File: src/rtl/tmds_decoder.sv
// TMDS character decoder for one HDMI/DVI receive channel: recovers pixel bytes or
// control codes and drives word alignment through bitslip requests to the deserializer.
module tmds_decoder #(
  parameter int SEARCH_LEN  = 1024,
  parameter int LOCK_TOKENS = 8,
  parameter int SLIP_WAIT   = 16
) (
  input  logic       vga_clk,
  input  logic       sys_rst,
  input  logic [9:0] tmds_in,
  output logic [7:0] data_out,
  output logic       c0,
  output logic       c1,
  output logic       de,
  output logic       locked,
  output logic       bitslip,
  output logic [1:0] fsm_state
);

  localparam int SW = (SEARCH_LEN  > 1) ? $clog2(SEARCH_LEN)  : 1;
  localparam int TW = (LOCK_TOKENS > 1) ? $clog2(LOCK_TOKENS) : 1;
  localparam int WW = (SLIP_WAIT   > 1) ? $clog2(SLIP_WAIT)   : 1;

  localparam logic [SW-1:0] SRCH_LAST = SW'(SEARCH_LEN - 1);
  localparam logic [TW-1:0] TOK_LAST  = TW'(LOCK_TOKENS - 1);
  localparam logic [WW-1:0] WAIT_LAST = WW'(SLIP_WAIT - 1);

  typedef enum logic [1:0] {
    ST_SEARCH = 2'd0,
    ST_SLIP   = 2'd1,
    ST_WAIT   = 2'd2,
    ST_LOCKED = 2'd3
  } state_t;

  state_t        state_q, state_d;
  logic [SW-1:0] srch_cnt_q, srch_cnt_d;
  logic [TW-1:0] tok_cnt_q, tok_cnt_d;
  logic [WW-1:0] wait_cnt_q, wait_cnt_d;

  logic       is_token;
  logic [1:0] tok_code;
  logic [7:0] q;
  logic [7:0] dec;

  // Control token recognition; tok_code is {c1,c0}.
  always_comb begin
    is_token = 1'b1;
    tok_code = 2'b00;
    case (tmds_in)
      10'b1101010100: tok_code = 2'b00;
      10'b0010101011: tok_code = 2'b01;
      10'b0101010100: tok_code = 2'b10;
      10'b1010101011: tok_code = 2'b11;
      default:        is_token = 1'b0;
    endcase
  end

  // Undo the optional inversion (bit 9), then the XOR/XNOR chain (bit 8 set = XOR).
  always_comb begin
    q      = tmds_in[9] ? ~tmds_in[7:0] : tmds_in[7:0];
    dec    = 8'h00;
    dec[0] = q[0];
    for (int i = 1; i < 8; i++) begin
      dec[i] = tmds_in[8] ? (q[i] ^ q[i-1]) : ~(q[i] ^ q[i-1]);
    end
  end

  always_ff @(posedge vga_clk or posedge sys_rst) begin
    if (sys_rst) begin
      state_q    <= ST_SEARCH;
      srch_cnt_q <= '0;
      tok_cnt_q  <= '0;
      wait_cnt_q <= '0;
    end else begin
      state_q    <= state_d;
      srch_cnt_q <= srch_cnt_d;
      tok_cnt_q  <= tok_cnt_d;
      wait_cnt_q <= wait_cnt_d;
    end
  end

  // Each counter is cleared by the transition that consumes its terminal value.
  always_comb begin
    state_d    = state_q;
    srch_cnt_d = srch_cnt_q;
    tok_cnt_d  = tok_cnt_q;
    wait_cnt_d = wait_cnt_q;
    case (state_q)
      ST_SEARCH: begin
        if (is_token && (tok_cnt_q == TOK_LAST)) begin
          // A completed token run beats an expiring search window.
          state_d    = ST_LOCKED;
          srch_cnt_d = '0;
          tok_cnt_d  = '0;
        end else begin
          tok_cnt_d = is_token ? (tok_cnt_q + 1'b1) : '0;
          if (srch_cnt_q == SRCH_LAST) begin
            state_d    = ST_SLIP;
            srch_cnt_d = '0;
            tok_cnt_d  = '0;
          end else begin
            srch_cnt_d = srch_cnt_q + 1'b1;
          end
        end
      end
      ST_SLIP: begin
        state_d    = ST_WAIT;
        wait_cnt_d = '0;
      end
      ST_WAIT: begin
        if (wait_cnt_q == WAIT_LAST) begin
          state_d    = ST_SEARCH;
          wait_cnt_d = '0;
          srch_cnt_d = '0;
          tok_cnt_d  = '0;
        end else begin
          wait_cnt_d = wait_cnt_q + 1'b1;
        end
      end
      ST_LOCKED: begin
        // srch_cnt measures the run of data characters since the last token.
        if (is_token) begin
          srch_cnt_d = '0;
        end else if (srch_cnt_q == SRCH_LAST) begin
          state_d    = ST_SEARCH;
          srch_cnt_d = '0;
          tok_cnt_d  = '0;
          wait_cnt_d = '0;
        end else begin
          srch_cnt_d = srch_cnt_q + 1'b1;
        end
      end
      default: begin
        state_d    = ST_SEARCH;
        srch_cnt_d = '0;
        tok_cnt_d  = '0;
        wait_cnt_d = '0;
      end
    endcase
  end

  assign locked    = (state_q == ST_LOCKED);
  assign bitslip   = (state_q == ST_SLIP);
  assign fsm_state = state_q;

  // de qualifies data_out each cycle; there is no backpressure. The pre-update
  // locked value gates decoding, so the lock-acquiring token is not decoded.
  always_ff @(posedge vga_clk or posedge sys_rst) begin
    if (sys_rst) begin
      data_out <= 8'h00;
      de       <= 1'b0;
      c0       <= 1'b0;
      c1       <= 1'b0;
    end else if (state_q == ST_LOCKED) begin
      if (is_token) begin
        data_out <= 8'h00;
        de       <= 1'b0;
        c0       <= tok_code[0];
        c1       <= tok_code[1];
      end else begin
        data_out <= dec;
        de       <= 1'b1;
      end
    end else begin
      data_out <= 8'h00;
      de       <= 1'b0;
    end
  end

endmodule

File: config.mk
export PLATFORM = sky130hd
export DESIGN_NAME = tmds_decoder
export DESIGN_NICKNAME = d
export VERILOG_FILES = /design/src/rtl/tmds_decoder.sv
export SDC_FILE = /design/constraint.sdc
export NUM_CORES = 1
export LEC_CHECK = 0
export CORE_MARGIN = 2
export CORE_UTILIZATION = 30
export CTS_CLUSTER_SIZE = 20
export DETAILED_ROUTE_END_ITERATION = 16
export DONT_BUFFER_PORTS = 1
export PLACE_DENSITY = 0.55
export SYNTH_ARGS = -nofsm -noshare
export SYNTH_HDL_FRONTEND = slang
export SYNTH_SLANG_ARGS = --single-unit
File: constraint.sdc
create_clock -name vga_clk -period 2.51 [get_ports vga_clk]
set_input_delay 0.251 -clock vga_clk [delete_from_list [all_inputs] [get_ports vga_clk]]
set_output_delay 0.251 -clock vga_clk [all_outputs]
set_load 0.02 [all_outputs]
==> results of run 1 <==
[cell usage in the layout (no fill, tap or decap), types with 5 or more instances in the layout]
cell type / count
ha_1: 12
buf_4: 7
nand2_1: 20
nand3_1: 10
inv_1: 12
clkbuf_8: 6
xnor2_1: 11
dfrtp_1: 30
nor2_1: 11
a31oi_1: 7
nand4_1: 5
o21ai_0: 11
[logic make-up after synthesis]
| kind of cell | share of synthesized area (%) |
|---|---|
| compound gates | 16.6 |
| flops | 41.6 |
| fa+ha+maj | 8.31 |
| buf+inv | 4.57 |
| xor+xnor | 5.33 |
| mux | 2.91 |
| simple gates | 20.7 |
[routing by layer]
metal / share of wire (%) / vias to the layer above / GRT usage, %
met5: 0 / - / 0
met4: 1.9 / 0 / 7.50
met3: 5.8 / 4 / 3.74
met2: 48 / 36 / 19.9
met1: 45 / 664 / 15.3
li1: - / 692 / -
[sequential cells by signal, summed over array words and instances, names as in the netlist]
register,cells
c1,1
wait_cnt_q,4
c0,1
tok_cnt_q,3
data_out,8
fsm_state,2
de,1
srch_cnt_q,10
[layout make-up]
class / instances / area share [%]
tap: 75 / 4.64
multi-input combinational: 138 / 48.2
timing repair buffer: 8 / 3.10
clock buffer: 6 / 4.09
sequential: 30 / 37.2
inverter: 12 / 2.23
clock inverter: 2 / 0.619
[critical path, cell delays in order (launching register included)]
cell	delay, ns
dfrtp_1	0.40
ha_1	0.23
and3_1	0.23
nand4_1	0.15
o32a_1	0.40
a31oi_4	0.22
mux2_1	0.33
[worst max-delay path by stage]
stage | start | endpoint | slack (ns)
3_5_place_dp | srch_cnt_q[0] | fsm_state[0] | 0.46
2_1_floorplan | fsm_state[0] | srch_cnt_q[5] | 0.40
5_1_grt | fsm_state[0] | srch_cnt_q[5] | 0.21
4_1_cts | srch_cnt_q[0] | fsm_state[0] | 0.43
6_report | srch_cnt_q[0] | fsm_state[0] | 0.42
3_3_place_gp | srch_cnt_q[0] | fsm_state[0] | 0.49
[power breakdown]
| part | total (W) | switching (W) | leakage (nW) | internal (W) |
|---|---|---|---|---|
| Sequential | 0.000490 | 0.00000293 | 0.388 | 0.000487 |
| Combinational | 0.0000533 | 0.0000264 | 0.434 | 0.0000270 |
| Clock | 0.000404 | 0.000184 | 0.0472 | 0.000220 |
| Total | 0.000947 | 0.000213 | 0.869 | 0.000734 |
[per-stage QoR]
stage	cell area (um2)	setup WS, ns	total power (W)	cells	utilization (%)
2_1_floorplan	1810	0.402	0.000546	188	-
3_3_place_gp	1920	0.491	0.000553	262	32.5
3_5_place_dp	1920	0.463	0.000553	262	32.5
4_1_cts	2020	0.435	0.000969	271	34.3
5_1_grt	2020	0.206	0.000991	271	34.3
6_report	2020	0.424	0.000947	271	34.3
[timing repair]
action / in CTS / in global routing
endpoints found under the setup margin: 0 / 0
hold endpoints to repair: 30 / 0
hold buffers: 1 / 0
==> flow_metrics.py, run 1 <==
metrics = {
    "synthesis": {
        "ys_types": 41,
        "synth_top_area_cell": "dfrtp_1",
        "synthTopCellsByCount": "30 x dfrtp_1, 20 x nand2_1, 12 x ha_1, 12 x inv_1",
        "syn_area_mm2": 0.00181,
        "synth.area.top_cells": "dfrtp_1 42%, ha_1 8.3%, xnor2_1 5.3%, nand2_1 4.2%, o21ai_0 3.0%",
        "synthArstFlopShare_pct": 100,
        "synth_warnings": 0,
        "synth.most_common_cell": "dfrtp_1",
        "synth_top_area_share_pct": 41.6,
        "syn-num-nets": 212,
        "synth-seq-cells": 30,
        "syn_inst": 188,
        "ys.flop_type": "dfrtp_1",
        "synth-seq-area-share_pct": 41.6,
        "syn_avg_cell_area_um2": 9.61,
        "synth_edf_count": 0,
    },
    "cells_and_area": {
        "diodes": 0,
        "multiInputGateArea_um2": 973,
        "syn_to_final_growth_pct": 11.8,
        "regArea_um2": 751,
        "drive_gt1_share_pct": 11.7,
        "fin_nets": 219,
        "fillers": 600,
    },
    "placed_design": {
        "gp_congestion": 0.756,
        "hpwl_um": 2670,
        "port_buffers": 0,
    },
    "worst_hold_path": {
        "hold_path_depth": 2,
        "holdCritPathClass": "in2reg",
        "hold_path_end": "data_out[6]",
        "holdCritStartpoint": "tmds_in[6]",
    },
    "route": {
        "via_per_inst": 5.15,
        "drt-wirelength-per-cell_um": 13.4,
        "drcViolationCount": 0,
        "drtIter0Drc": 110,
        "dr.pass1.iters": 4,
        "wirelength_um": 3630,
        "postRouteAntennaNets": 0,
        "vias": 1396,
    },
    "setup_path": {
        "crit_path_start_kind": "flip-flop",
        "endpoint_kind": "flip-flop",
        "ff2ff_path_depth": 6,
        "worst_ep_required_time_ns": 2.67,
        "r2r_start": "srch_cnt_q[0]",
        "rrSetupSlack_ns": 0.42,
        "rr_endpoint": "fsm_state[0]",
        "arrival_ns": 2.25,
        "worst-path-max-fanout": 5,
        "criticalPathCategory": "reg2reg",
    },
    "flow_run": {
        "maxCapViolations": 0,
    },
    "grt": {
        "gr-total-overflow": 0,
        "grt_pass1_vias": 1406,
        "antenna_found_initial": 0,
        "grt_pass1_wl_um": 6340,
        "grt_max_degree": 31,
        "grt.total_usage_pct": 12.6,
    },
    "die": {
        "num_io_pins": 27,
        "chipWidth_um": 81.6,
        "dieArea_mm2": 0.00666,
        "rows": 28,
        "initial_core_util_pct": 30.7,
        "die_y_um": 81.6,
        "core-area_mm2": 0.00589,
    },
    "sta": {
        "rsz0062_at_grt": "no",
        "max_freq_mhz": 479,
        "setup_viol": 0,
        "clock_skew_ns": 0.00669,
        "whs_ns": 0.128,
        "setup_tns_ns": 0,
        "worst_pin_slew_ns": 0.421,
        "fin_crit_ns": 2.09,
        "relSlewSlack_pct": 71.9,
        "period_share_pct": 83.1,
        "drv_slew": 0,
        "hold_viol": 0,
    },
    "cts": {
        "clkLatencyLatePin_ns": 0.28,
        "cts-root-buf": "clkbuf_8",
        "clk_path_buf_depth": 2,
        "ctsResizeCount": 0,
        "clk_pin_slew_ns": 0.06,
        "cts_htree_levels": 2,
        "clock-sinks": 30,
        "post_cts_buffers": 0,
        "cts_buffers": 5,
        "cts_tree": "done",
    },
    "power": {
        "p_leak_nw": 0.869,
        "power_density_mw_per_mm2": 469,
        "vdd_drop_max_v": 0.000251,
    },
    "status": {
        "status": "completed",
    },
}
Note: power is estimated with default switching activity, not from simulation.
==> inputs of run 2 (changes only) <==
--- a/config.mk
+++ b/config.mk
@@ -10,7 +10,7 @@
 export CTS_CLUSTER_SIZE = 20
 export DETAILED_ROUTE_END_ITERATION = 16
 export DONT_BUFFER_PORTS = 1
-export PLACE_DENSITY = 0.55
+export PLACE_DENSITY = 0.56
 export SYNTH_ARGS = -nofsm -noshare
 export SYNTH_HDL_FRONTEND = slang
 export SYNTH_SLANG_ARGS = --single-unit
==> constraint.sdc (replaced) <==
create_clock -name vga_clk -period 1.9 [get_ports vga_clk]
set_input_delay 0.19 -clock vga_clk [delete_from_list [all_inputs] [get_ports vga_clk]]
set_output_delay 0.19 -clock vga_clk [all_outputs]
set_load 0.02 [all_outputs]
==> flow_metrics.py, run 2 (synthesized netlist as in run 1, its figures left out) <==
metrics = {
    "route": {
        "drtIter0Drc": 118,
        "via_per_inst": 4.99,
        "postRouteAntennaNets": 0,
        "vias": 1452,
        "wirelength_um": 3850,
        "dr.pass1.iters": 6,
        "drt-wirelength-per-cell_um": 13.2,
        "drcViolationCount": 0,
    },
    "sta": {
        "worst_pin_slew_ns": 0.409,
        "period_share_pct": 96.8,
        "rsz0062_at_grt": "yes",
        "fin_crit_ns": 1.84,
        "relSlewSlack_pct": 72.7,
        "max_freq_mhz": 544,
        "setup_viol": 0,
        "hold_viol": 0,
        "setup_tns_ns": 0,
        "clock_skew_ns": 0.00946,
        "drv_slew": 0,
    },
    "setup_path": {
        "r2r_start": "srch_cnt_q[1]",
        "endpoint_kind": "flip-flop",
        "worst-path-max-fanout": 2,
        "crit_path_start_kind": "flip-flop",
        "arrival_ns": 2.01,
        "cp-startpoint": "srch_cnt_q[1]",
        "criticalPathCategory": "reg2reg",
        "ff2ff_path_depth": 6,
        "worstSetupEndpoint": "fsm_state[0]",
        "rr_endpoint": "fsm_state[0]",
        "rrSetupSlack_ns": 0.06,
        "worst_ep_required_time_ns": 2.07,
    },
    "cells_and_area": {
        "diodes": 0,
        "largest_reg_flops": 10,
        "reg_top3": "srch_cnt_q (10), data_out (8), wait_cnt_q (4)",
        "regMostFlops": "srch_cnt_q",
        "drive_gt1_share_pct": 22.2,
        "multiInputGateArea_mm2": 0.00101,
        "syn_to_final_growth_pct": 22.2,
        "regArea_um2": 751,
        "fillers": 592,
        "fin_nets": 239,
        "fin_cells": 291,
        "mostFrequentLayoutCells": "30 x dfrtp_1, 26 x buf_4, 20 x nand2_1",
        "final_common_cell": "dfrtp_1",
    },
    "cts": {
        "cts_tree": "done",
        "clk_path_buf_depth": 2,
        "cts_buffers": 5,
        "cts_htree_levels": 2,
        "clock-sinks": 30,
        "clkLatencyLatePin_ns": 0.28,
        "clk_pin_slew_ns": 0.07,
        "cts-root-buf": "clkbuf_8",
    },
    "grt": {
        "grt_pass1_wl_um": 6690,
        "grt.total_usage_pct": 13.3,
        "grt_max_degree": 31,
        "gr-total-overflow": 0,
        "grt_pass1_vias": 1463,
        "antenna_found_initial": 0,
    },
    "die": {
        "core-area_mm2": 0.00589,
        "die_y_um": 81.6,
        "dieArea_mm2": 0.00666,
        "chipWidth_um": 81.6,
        "rows": 28,
        "num_io_pins": 27,
        "initial_core_util_pct": 30.7,
    },
    "placed_design": {
        "gp_congestion": 0.825,
        "dp.cells": 280,
        "port_buffers": 0,
        "hpwl_um": 2850,
    },
    "status": {
        "status": "completed",
    },
    "power": {
        "power_density_mw_per_mm2": 564,
        "p_leak_nw": 0.984,
        "vdd_drop_max_v": 0.000330,
    },
    "flow_run": {
        "maxCapViolations": 0,
    },
    "worst_hold_path": {
        "holdCritPathClass": "in2reg",
        "holdCritStartpoint": "tmds_in[0]",
    },
}
## run 2: cell count changes in the layout (fill, tap and decap cells not counted), sizes merged
cell	delta
buf	+20
clkinvlp	-1
clkbuf	+1
## run 2: worst max-delay path, stage by stage (launching register included)
cell and delay, ns:
dfrtp_1 0.35, ha_2 0.18, and3_4 0.17, nand4_1 0.16, o32a_1 0.41, a31oi_4 0.16, mux2_4 0.31
## run 2: area by class of cell
| type | instances | area share [%] |
|---|---|---|
| inverter | 12 | 2.04 |
| timing repair buffer | 28 | 9.80 |
| clock inverter | 1 | 0.227 |
| tap | 75 | 4.25 |
| clock buffer | 7 | 3.91 |
| multi-input combinational | 138 | 45.8 |
| sequential | 30 | 34.0 |
## run 2: what timing repair did
action,in CTS,in global routing
endpoints found under the hold margin,30,0
endpoints found under the setup margin,1,10
hold buffers,1,0
gates resized for setup,0,7
setup buffers,0,2
pin swaps,1,7
gates cloned,0,0
## run 2: worst min path at each step
stage,endpoint,cells after the start
2_1_floorplan,c0,1
3_3_place_gp,srch_cnt_q[2],2
3_5_place_dp,srch_cnt_q[2],2
4_1_cts,data_out[5],2
5_1_grt,data_out[3],2
6_report,data_out[0],2
## run 2: layer usage
metal	up-vias	track usage (%)	wire length [um]	part of all wire, %
met3	2	5.60	250	6.5
met1	682	15.6	1730	45
li1	730	-	-	-
met5	-	0	0	0
met2	38	21.6	1830	47
met4	0	5.50	43	1.1
## run 2: metrics by stage
stage / utilization [%] / setup slack, ns / area, um2 / total power (W) / hold slack, ns
after floorplan: - / -0.00287 / 1830 / 0.000721 / 0.281
after global placement: 35.2 / 0.0191 / 2070 / 0.000732 / 0.186
after detailed placement: 35.2 / -0.0107 / 2070 / 0.000733 / 0.192
after CTS: 36.9 / 0.0301 / 2170 / 0.00127 / 0.0653
after global routing: 37.5 / -0.0223 / 2210 / 0.00131 / 0.0567
final: 37.5 / 0.0611 / 2210 / 0.00125 / 0.0729
## run 2: power breakdown
part / internal (W) / switching (W)
clock network: 0.000292 / 0.000233
logic: 0.0000376 / 0.0000364
registers: 0.000643 / 0.00000346
total: 0.000973 / 0.000273
==> inputs of run 3 (changes only) <==
--- a/config.mk
+++ b/config.mk
@@ -10,7 +10,7 @@
 export CTS_CLUSTER_SIZE = 20
 export DETAILED_ROUTE_END_ITERATION = 16
 export DONT_BUFFER_PORTS = 1
-export PLACE_DENSITY = 0.56
+export PLACE_DENSITY = 0.55
 export SYNTH_ARGS = -nofsm -noshare
 export SYNTH_HDL_FRONTEND = slang
 export SYNTH_SLANG_ARGS = --single-unit
==> constraint.sdc (replaced) <==
create_clock -name vga_clk -period 2.11 [get_ports vga_clk]
set_input_delay 0.1055 -clock vga_clk [delete_from_list [all_inputs] [get_ports vga_clk]]
set_output_delay 0.1055 -clock vga_clk [all_outputs]
set_load 0.02 [all_outputs]
==> flow_metrics.py, run 3 (synthesized netlist as in run 1, its figures left out) <==
metrics = {
    "cts": {
        "clk_pin_slew_ns": 0.06,
        "clock-sinks": 30,
        "cts-root-buf": "clkbuf_8",
        "cts_tree": "done",
        "cts_htree_levels": 2,
        "cts_buffers": 5,
        "clk_path_buf_depth": 2,
        "clkLatencyLatePin_ns": 0.28,
    },
    "setup_path": {
        "endpoint_kind": "flip-flop",
        "arrival_ns": 2.10,
        "crit_path_start_kind": "flip-flop",
        "worst_ep_required_time_ns": 2.27,
        "criticalPathCategory": "reg2reg",
        "worst-path-max-fanout": 4,
        "ff2ff_path_depth": 6,
    },
    "power": {
        "pwr-share-seq_pct": 51.5,
        "p_leak_nw": 0.933,
        "clockPowerShare_pct": 41.9,
        "p_sw_w": 0.000251,
        "vdd_drop_max_v": 0.000242,
        "combPwrFrac_pct": 6.7,
        "p_int_w": 0.000882,
        "p_total_w": 0.00113,
        "power_density_mw_per_mm2": 529,
        "switching_share_pct": 22.2,
    },
    "placed_design": {
        "gp_congestion": 0.821,
        "pre_cts_ws_ns": 0.0655,
        "port_buffers": 0,
        "hpwl_um": 2810,
    },
    "route": {
        "drt-wirelength-per-cell_um": 13.6,
        "via_per_inst": 5.07,
        "drtIter0Drc": 61,
        "drcViolationCount": 0,
        "wirelength_um": 3870,
        "vias": 1446,
        "postRouteAntennaNets": 0,
        "dr.pass1.iters": 4,
    },
    "worst_hold_path": {
        "holdCritPathClass": "in2reg",
        "hold_path_depth": 2,
    },
    "cells_and_area": {
        "largest_reg_flops": 10,
        "final_util_pct": 36.4,
        "regMostFlops": "srch_cnt_q",
        "final_common_cell": "dfrtp_1",
        "fin_nets": 233,
        "syn_to_final_growth_pct": 18.6,
        "fillers": 613,
        "reg_top3": "srch_cnt_q (10), data_out (8), wait_cnt_q (4)",
        "regArea_um2": 751,
        "mostFrequentLayoutCells": "30 x dfrtp_1, 20 x nand2_1, 15 x buf_4",
        "diodes": 0,
        "multiInputGateArea_um2": 978,
        "drive_gt1_share_pct": 14.8,
    },
    "die": {
        "dieArea_mm2": 0.00666,
        "chipWidth_um": 81.6,
        "initial_core_util_pct": 30.7,
        "num_io_pins": 27,
        "rows": 28,
        "core-area_mm2": 0.00589,
        "die_y_um": 81.6,
    },
    "grt": {
        "antenna_found_initial": 0,
        "gr-total-overflow": 0,
        "grt_max_degree": 31,
        "grt_pass1_vias": 1464,
        "grt.total_usage_pct": 13.1,
        "grt_pass1_wl_um": 6530,
    },
    "sta": {
        "clock_skew_ns": 0.00649,
        "period_share_pct": 91.9,
        "whs_ns": -0.00105,
        "finalWorstSetupSlack_ns": 0.171,
        "rsz0062_at_grt": "yes",
        "setup_viol": 0,
        "max_freq_mhz": 516,
        "drv_slew": 0,
        "fin_crit_ns": 1.94,
        "relSlewSlack_pct": 73.2,
        "worst_pin_slew_ns": 0.401,
        "hold_viol": 1,
    },
    "flow_run": {
        "maxCapViolations": 0,
    },
    "status": {
        "violations": "hold timing",
        "status": "complete, but fails checks",
    },
}
## run 3: critical path, stage by stage (launching register included)
cell and delay [ns]:
dfrtp_1 0.38, ha_1 0.18, and3_4 0.21, nand4_1 0.14, o32a_1 0.35, a31oi_4 0.21, mux2_1 0.35
## run 3: layer usage
layer	GRT usage [%]	vias up	wire length [um]
li1	-	722	-
met1	14.9	688	1700
met5	0	-	0
met4	8.00	0	97
met2	21.3	29	1840
met3	4.29	7	224
## run 3: power by group through the flow
stage | logic, W | clock network, W | registers (W)
finish | 0.0000756 | 0.000474 | 0.000583
global route | 0.0000868 | 0.000515 | 0.000583
CTS | 0.0000772 | 0.000493 | 0.000583
detailed placement | 0.0000656 | 0 | 0.000593
global placement | 0.0000661 | 0 | 0.000593
floorplan | 0.0000567 | 0 | 0.000593
## run 3: worst paths after layout
kind	startpoint	slack, ns	end
worst max-delay path	srch_cnt_q[1]	0.17	fsm_state[0]
worst min-delay path	tmds_in[0]	-0.001	data_out[0]
worst max register to register	srch_cnt_q[1]	0.17	fsm_state[0]
worst min register to register	tok_cnt_q[2]	0.50	tok_cnt_q[2]
max in group asynchronous	sys_rst	1.49	fsm_state[0]
min in group asynchronous	sys_rst	0.34	srch_cnt_q[0]
## run 3: cell type report
| class | instances | area share, % |
|---|---|---|
| clock buffers | 7 | 4.03 |
| clock inverters | 1 | 0.234 |
| inverters | 12 | 2.10 |
| multi-input cells | 138 | 45.7 |
| flip-flops and latches | 30 | 35.0 |
| well taps | 75 | 4.38 |
| repair buffers | 22 | 8.53 |
## run 3: what timing repair did
item / in CTS / in global routing
endpoints found under the setup margin: 0 / 8
gates resized for setup: 0 / 3
hold buffers: 7 / 0
buffers inserted: 0 / 1
hold endpoints to repair: 37 / 0
## run 3: per-stage QoR
| stage | instances | setup TNS [ns] | hold slack (ns) | instance area (um2) |
|---|---|---|---|---|
| after global routing | 285 | -0.000544 | 0.0420 | 2140 |
| after CTS | 284 | 0 | 0.00396 | 2130 |
| after detailed placement | 269 | 0 | 0.113 | 1970 |
| final | 285 | 0 | -0.00105 | 2140 |
| after global placement | 269 | 0 | 0.119 | 1970 |
| after floorplan | 188 | 0 | 0.196 | 1810 |
